File: config.mk
export PLATFORM = sky130hd
export DESIGN_NAME = int_gateway
export DESIGN_NICKNAME = d
export VERILOG_FILES = /design/src/rtl/int_gateway.sv
export SDC_FILE = /design/constraint.sdc
export NUM_CORES = 1
export LEC_CHECK = 0
export ABC_AREA = 0
export CAP_MARGIN = 20
export CELL_PAD_IN_SITES_DETAIL_PLACEMENT = 0
export CELL_PAD_IN_SITES_GLOBAL_PLACEMENT = 2
export CORE_MARGIN = 3
export CORE_UTILIZATION = 38
export DETAILED_ROUTE_END_ITERATION = 10
export DONT_BUFFER_PORTS = 1
export GPL_TIMING_DRIVEN = 0
export HOLD_SLACK_MARGIN = 0.1
export PLACE_DENSITY_LB_ADDON = 0.2
export SLEW_MARGIN = 25
export SYNTH_ARGS = -nofsm -noshare
export SYNTH_HDL_FRONTEND = slang
export SYNTH_SLANG_ARGS = --single-unit
File: constraint.sdc
create_clock -name clk -period 1.65 [get_ports clk]
set_input_delay 0.4125 -clock clk [delete_from_list [all_inputs] [get_ports clk]]
set_output_delay 0.4125 -clock clk [all_outputs]
set_load 0.01 [all_outputs]
File: src/rtl/int_gateway.sv
// Interrupt gateway: edge/level pending capture, enable masking, fixed-priority
// arbitration and a claim/complete register port feeding clint.int_flag_i.
module int_gateway #(
  parameter  int unsigned NUM_SRC = 8,
  parameter  int unsigned INT_W   = 8,
  localparam int unsigned AW      = 8,
  localparam int unsigned DW      = 32
) (
  input  logic               clk,
  input  logic               rst_n,
  input  logic [NUM_SRC-1:0] irq_i,
  input  logic               req_i,
  input  logic               we_i,
  input  logic [AW-1:0]      addr_i,
  input  logic [DW-1:0]      wdata_i,
  output logic [DW-1:0]      rdata_o,
  output logic               ack_o,
  output logic [INT_W-1:0]   int_flag_o
);

  localparam int unsigned WW = AW - 2;
  localparam logic [WW-1:0] REG_PENDING  = WW'(0);
  localparam logic [WW-1:0] REG_ENABLE   = WW'(1);
  localparam logic [WW-1:0] REG_EDGE     = WW'(2);
  localparam logic [WW-1:0] REG_INFLIGHT = WW'(3);
  localparam logic [WW-1:0] REG_CLAIM    = WW'(4);

  logic [NUM_SRC-1:0] pending, enable, edge_cfg, inflight, irq_q;
  logic [NUM_SRC-1:0] pending_n, enable_n, edge_n, inflight_n;
  logic [NUM_SRC-1:0] cand, best_oh, claim_oh, done_oh, edge_chg, rise;
  logic [INT_W-1:0]   best_id;
  logic               found;
  logic [WW-1:0]      word;
  logic               rd_claim, wr_enable, wr_edge, wr_complete, busy;
  logic [DW-1:0]      rd_val;
  logic               unused_bits;

  assign unused_bits = ^{addr_i[1:0], wdata_i};

  // Register decode; byte lanes below bit 2 are ignored
  assign word        = addr_i[AW-1:2];
  assign rd_claim    = req_i & ~we_i & (word == REG_CLAIM);
  assign wr_complete = req_i &  we_i & (word == REG_CLAIM);
  assign wr_enable   = req_i &  we_i & (word == REG_ENABLE);
  assign wr_edge     = req_i &  we_i & (word == REG_EDGE);

  assign cand     = pending & enable;
  assign rise     = irq_i & ~irq_q;
  assign busy     = |inflight;
  assign edge_chg = wr_edge ? (edge_cfg ^ wdata_i[NUM_SRC-1:0]) : '0;
  assign enable_n = wr_enable ? wdata_i[NUM_SRC-1:0] : enable;
  assign edge_n   = wr_edge ? wdata_i[NUM_SRC-1:0] : edge_cfg;

  // Lowest-index enabled pending source wins
  always_comb begin
    best_id = '0;
    best_oh = '0;
    found   = 1'b0;
    for (int i = 0; i < NUM_SRC; i++) begin
      if (cand[i] && !found) begin
        found      = 1'b1;
        best_id    = INT_W'(i + 1);
        best_oh[i] = 1'b1;
      end
    end
  end

  assign claim_oh = rd_claim ? best_oh : '0;

  // Complete only releases a source that is actually in service
  always_comb begin
    done_oh = '0;
    for (int i = 0; i < NUM_SRC; i++) begin
      done_oh[i] = wr_complete && (wdata_i[4:0] == 5'(i + 1)) && inflight[i];
    end
  end

  assign inflight_n = (inflight | claim_oh) & ~done_oh;

  // Pending capture uses the current inflight, so same-cycle edges are dropped
  always_comb begin
    pending_n = '0;
    for (int i = 0; i < NUM_SRC; i++) begin
      if (edge_chg[i] || claim_oh[i]) begin
        pending_n[i] = 1'b0;
      end else if (inflight[i]) begin
        pending_n[i] = edge_cfg[i] & pending[i];
      end else if (edge_cfg[i]) begin
        pending_n[i] = pending[i] | rise[i];
      end else begin
        pending_n[i] = irq_i[i];
      end
    end
  end

  always_comb begin
    rd_val = '0;
    case (word)
      REG_PENDING:  rd_val = DW'(pending);
      REG_ENABLE:   rd_val = DW'(enable);
      REG_EDGE:     rd_val = DW'(edge_cfg);
      REG_INFLIGHT: rd_val = DW'(inflight);
      REG_CLAIM:    rd_val = DW'(best_id);
      default:      rd_val = '0;
    endcase
  end

  always_ff @(posedge clk or negedge rst_n) begin
    if (!rst_n) begin
      pending    <= '0;
      enable     <= '0;
      edge_cfg   <= '0;
      inflight   <= '0;
      irq_q      <= '0;
      int_flag_o <= '0;
      ack_o      <= 1'b0;
      rdata_o    <= '0;
    end else begin
      pending    <= pending_n;
      enable     <= enable_n;
      edge_cfg   <= edge_n;
      inflight   <= inflight_n;
      irq_q      <= irq_i;
      int_flag_o <= busy ? '0 : best_id;
      ack_o      <= req_i;
      rdata_o    <= (req_i && !we_i) ? rd_val : '0;
    end
  end

endmodule
==> impl_metrics.ini, run 1 <==
[synthesis]
syn-cell-area_mm2 = 0.00283
synth_seq_cells = 53
yosysWarningCount = 0
netlist_instances = 273
synth_edf_count = 0
ys_types = 51
synth_area_per_cell_um2 = 10.4
synth-async-reset-ratio = 1.00
synth_flop_cell = sky130_fd_sc_hd__dfrtp_1
synth_seq_area_share = 0.468

[global_route]
grt_antenna_before_repair = 0
overflow = 0
grt_pass1_vias = 2146
globalRouteTotalUtil = 0.183
grt_start_max_net_pins = 54
first_pass_grt_wire_length_mm = 12.0

[power]
power.switching_w = 0.000691
seqPwrFrac = 0.547
leakage_nw = 1.47
internal_power_w = 0.00201
p_sw_frac = 0.256
power_per_cell_area_mw_per_mm2 = 819
report.power.total_w = 0.00270
max-vdd-ir-drop_mv = 0.390
comb_power_share = 0.133
clock_power_share = 0.319

[place]
port-buffer-count = 0
pre_cts_ws_ns = -0.621
post-place-cells = 396
hpwlAfterDp_mm = 5.38
place.gp.congestion = 0.855

[route]
drt_wl_total_mm = 7.51
drt-initial-drc-count = 99
detail_route.drc_violations = 0
antenna_nets_post_route = 0
num_vias = 2165
first_pass_iters = 4
route.detailed.wl_per_inst_um = 18.4
post_drt_via_cell_ratio = 5.31

[hold_path]
min_path_type = input port to asynchronous set/reset pin

[timing]
worst-slew-pin-transition_ns = 0.539
max_freq_ghz = 0.610
layout_setup_ws_ns = 0.0113
finalSetupTns_ns = 0
timing.final.setup_violations = 0
fin_worst_skew_ns = 0.00623
rsz0062_at_grt = true
timing.final.crit_share = 0.993
finalHoldViolCount = 53
worst_slew_margin_rel = 0.638
final_period_minus_worst_setup_slack_ns = 1.64
hold_ws_ns = -0.211
final_max_slew_violation_count = 0

[floorplanning]
die_area_mm2 = 0.00853
die_width_um = 92.4
die_h_um = 92.4
std_cell_rows = 30
initial_cell_density_of_the_core = 0.404
ioPinCount = 93
area_of_the_placeable_core_mm2 = 0.00702

[critical_path]
chain_of_cells_forming_the_critical_path = or4_4 > nor4_4 > buf_4 > mux2_2
setup.worst_path.end_class = register
cpMaxStageDelayCell = sky130_fd_sc_hd__or4_4
worst_setup_path_start_kind = input port
crit_fanout = 7
crit_type = input port to register
critPathArrivalTime_ns = 1.84
critical_path.max_stage_delay_ns = 0.61
worst_endpoint_required_time_ns = 1.85

[finish]
syn_to_final_growth_pct = 16.5
nNetsFinal = 364
fill_cells = 685
final_cells = 408
n_antenna_cell = 0
drive_gt1_frac = 0.256

[outcome]
status = complete, but fails checks
violations = hold timing

[clock_tree]
cts.root.buffer_cell = sky130_fd_sc_hd__clkbuf_8
htreeDepth = 2
cts_tree = built
worst_setup_hold_path_clk_slew_ns = 0.09
clkLatencyLatePin_ns = 0.31
clock-sinks = 53
clock_tree.buffer_depth = 2
cts_inserted_buffers = 5

[job]
maxCapViolations = 0
-- synth_stat cells, types with 2 or more instances --
cell type | number | share of area
sky130_fd_sc_hd__o31ai_1 | 3 | 0.0079
sky130_fd_sc_hd__buf_2 | 4 | 0.0071
sky130_fd_sc_hd__inv_1 | 9 | 0.012
sky130_fd_sc_hd__nand2_1 | 40 | 0.053
sky130_fd_sc_hd__o22ai_1 | 3 | 0.0066
sky130_fd_sc_hd__and3b_1 | 2 | 0.0062
sky130_fd_sc_hd__or4_1 | 5 | 0.013
sky130_fd_sc_hd__o21ai_0 | 15 | 0.026
sky130_fd_sc_hd__mux4_2 | 8 | 0.064
sky130_fd_sc_hd__and3_1 | 2 | 0.0044
sky130_fd_sc_hd__a21oi_1 | 6 | 0.011
sky130_fd_sc_hd__dfrtp_1 | 53 | 0.47
sky130_fd_sc_hd__nor4_1 | 6 | 0.013
sky130_fd_sc_hd__buf_4 | 29 | 0.077
sky130_fd_sc_hd__nor2b_1 | 9 | 0.020
sky130_fd_sc_hd__nor3b_1 | 2 | 0.0053
sky130_fd_sc_hd__mux2_2 | 10 | 0.040
sky130_fd_sc_hd__nor3_1 | 3 | 0.0053
sky130_fd_sc_hd__a22o_1 | 2 | 0.0062
sky130_fd_sc_hd__nand2b_1 | 6 | 0.013
sky130_fd_sc_hd__o41ai_1 | 2 | 0.0062
sky130_fd_sc_hd__nor2_1 | 8 | 0.011
sky130_fd_sc_hd__a32o_1 | 2 | 0.0071
sky130_fd_sc_hd__or3_1 | 5 | 0.011
sky130_fd_sc_hd__nand4_1 | 5 | 0.011
sky130_fd_sc_hd__a22oi_1 | 3 | 0.0079
sky130_fd_sc_hd__nand3_1 | 7 | 0.012
-- final timing paths --
kind | slack (ns) | from | to | cells after the start
max in group asynchronous | 1.74 | rst_n | pending[1]$_DFF_PN0_ | 0
max reg2reg | 0.04 | pending[4]$_DFF_PN0_ | pending[6]$_DFF_PN0_ | 3
min reg2reg | 0.53 | edge_cfg[7]$_DFFE_PN0P_ | edge_cfg[7]$_DFFE_PN0P_ | 2
min | -0.21 | rst_n | rdata_o[7]$_DFF_PN0_ | 0
min in group clk | 0.12 | irq_i[2] | irq_q[2]$_DFF_PN0_ | 0
max | 0.01 | addr_i[5] | enable[5]$_DFFE_PN0P_ | 4
-- per-layer routing --
layer	wire, µm	part of all wire	up-vias	track usage
met2	3480	0.46	77	0.283
met1	3390	0.45	1055	0.256
met3	492	0.066	11	0.0390
met4	152	0.020	0	0.0606
li1	-	-	1022	-
met5	0	0	-	0
-- area by class of cell --
cell class,count,area [µm²],share of cell area
Multi-Input combinational cell,205,1430,0.432
Sequential cell,53,1330,0.402
Buffer,32,243,0.0735
Tap cell,96,120,0.0364
Clock buffer,5,68.8,0.0208
Timing Repair Buffer,6,45.0,0.0136
Clock inverter,2,35.0,0.0106
Inverter,9,33.8,0.0102
-- state kept, by name, summed over array words and instances, names as in the netlist --
| name | count |
|---|---|
| rdata_o | 8 |
| enable | 8 |
| inflight | 8 |
| int_flag_o | 4 |
| edge_cfg | 8 |
| ack_o | 1 |
| irq_q | 8 |
| pending | 8 |
-- power by group through the flow --
stage | logic, W | registers [W] | clock network (W)
after floorplan | 0.000288 | 0.00147 | 0
after global placement | 0.000329 | 0.00150 | 0
after detailed placement | 0.000332 | 0.00150 | 0
after CTS | 0.000342 | 0.00148 | 0.000892
after global routing | 0.000398 | 0.00149 | 0.000930
final | 0.000360 | 0.00148 | 0.000863
-- cell usage in the layout, fill, tap and decap left out, types with 3 or more instances in the layout --
master	instances
sky130_fd_sc_hd__nand3_1	6
sky130_fd_sc_hd__dfrtp_1	51
sky130_fd_sc_hd__nand2_1	39
sky130_fd_sc_hd__conb_1	28
sky130_fd_sc_hd__clkbuf_8	5
sky130_fd_sc_hd__o31ai_1	3
sky130_fd_sc_hd__nand2b_1	6
sky130_fd_sc_hd__a21oi_1	5
sky130_fd_sc_hd__buf_4	34
sky130_fd_sc_hd__o22ai_1	3
sky130_fd_sc_hd__or3_1	4
sky130_fd_sc_hd__inv_1	9
sky130_fd_sc_hd__or4_4	4
sky130_fd_sc_hd__mux4_2	8
sky130_fd_sc_hd__nor4_1	5
sky130_fd_sc_hd__a22oi_1	3
sky130_fd_sc_hd__nor2_1	7
sky130_fd_sc_hd__nor2b_1	9
sky130_fd_sc_hd__nand4_1	5
sky130_fd_sc_hd__mux2_2	10
sky130_fd_sc_hd__o21ai_0	12
sky130_fd_sc_hd__o21ai_1	4
-- stage by stage --
stage	util	area, µm²
5_1_grt	0.470	3300
6_report	0.470	3300
4_1_cts	0.460	3230
3_3_place_gp	0.440	3090
3_5_place_dp	0.440	3090
2_1_floorplan	-	2970
-- logic make-up after synthesis --
kind of cell              Yosys count  synth area share
DFF                                53             0.468
xor gates and xnor gates            2           0.00618
and+or+nand+nor                   106             0.203
other                               1           0.00132
buffers and inverters              42            0.0958
AOI/OAI and AO/OA                  51             0.122
muxes                              18             0.103
-- what timing repair did --
action                                 in CTS  in global routing
setup endpoints to repair                  17                 15
endpoints found under the hold margin      53                 53
pin swaps                                   2                  4
setup buffers                               4                  2
cloned                                      0                  0
gates resized for setup                     3                 13
-- worst max-delay path, delay by kind of cell --
family	cells	cell delay [ns]
mux	1	0.34
simple gates	2	0.88
buf+inv	1	0.20
Note: power is estimated with default switching activity, not from simulation.
==> run 2, diff against run 1 <==
- SLEW_MARGIN: 25 -> unset
==> results of run 2 <==
Final layout, timing and power as in run 1 (identical DEF).
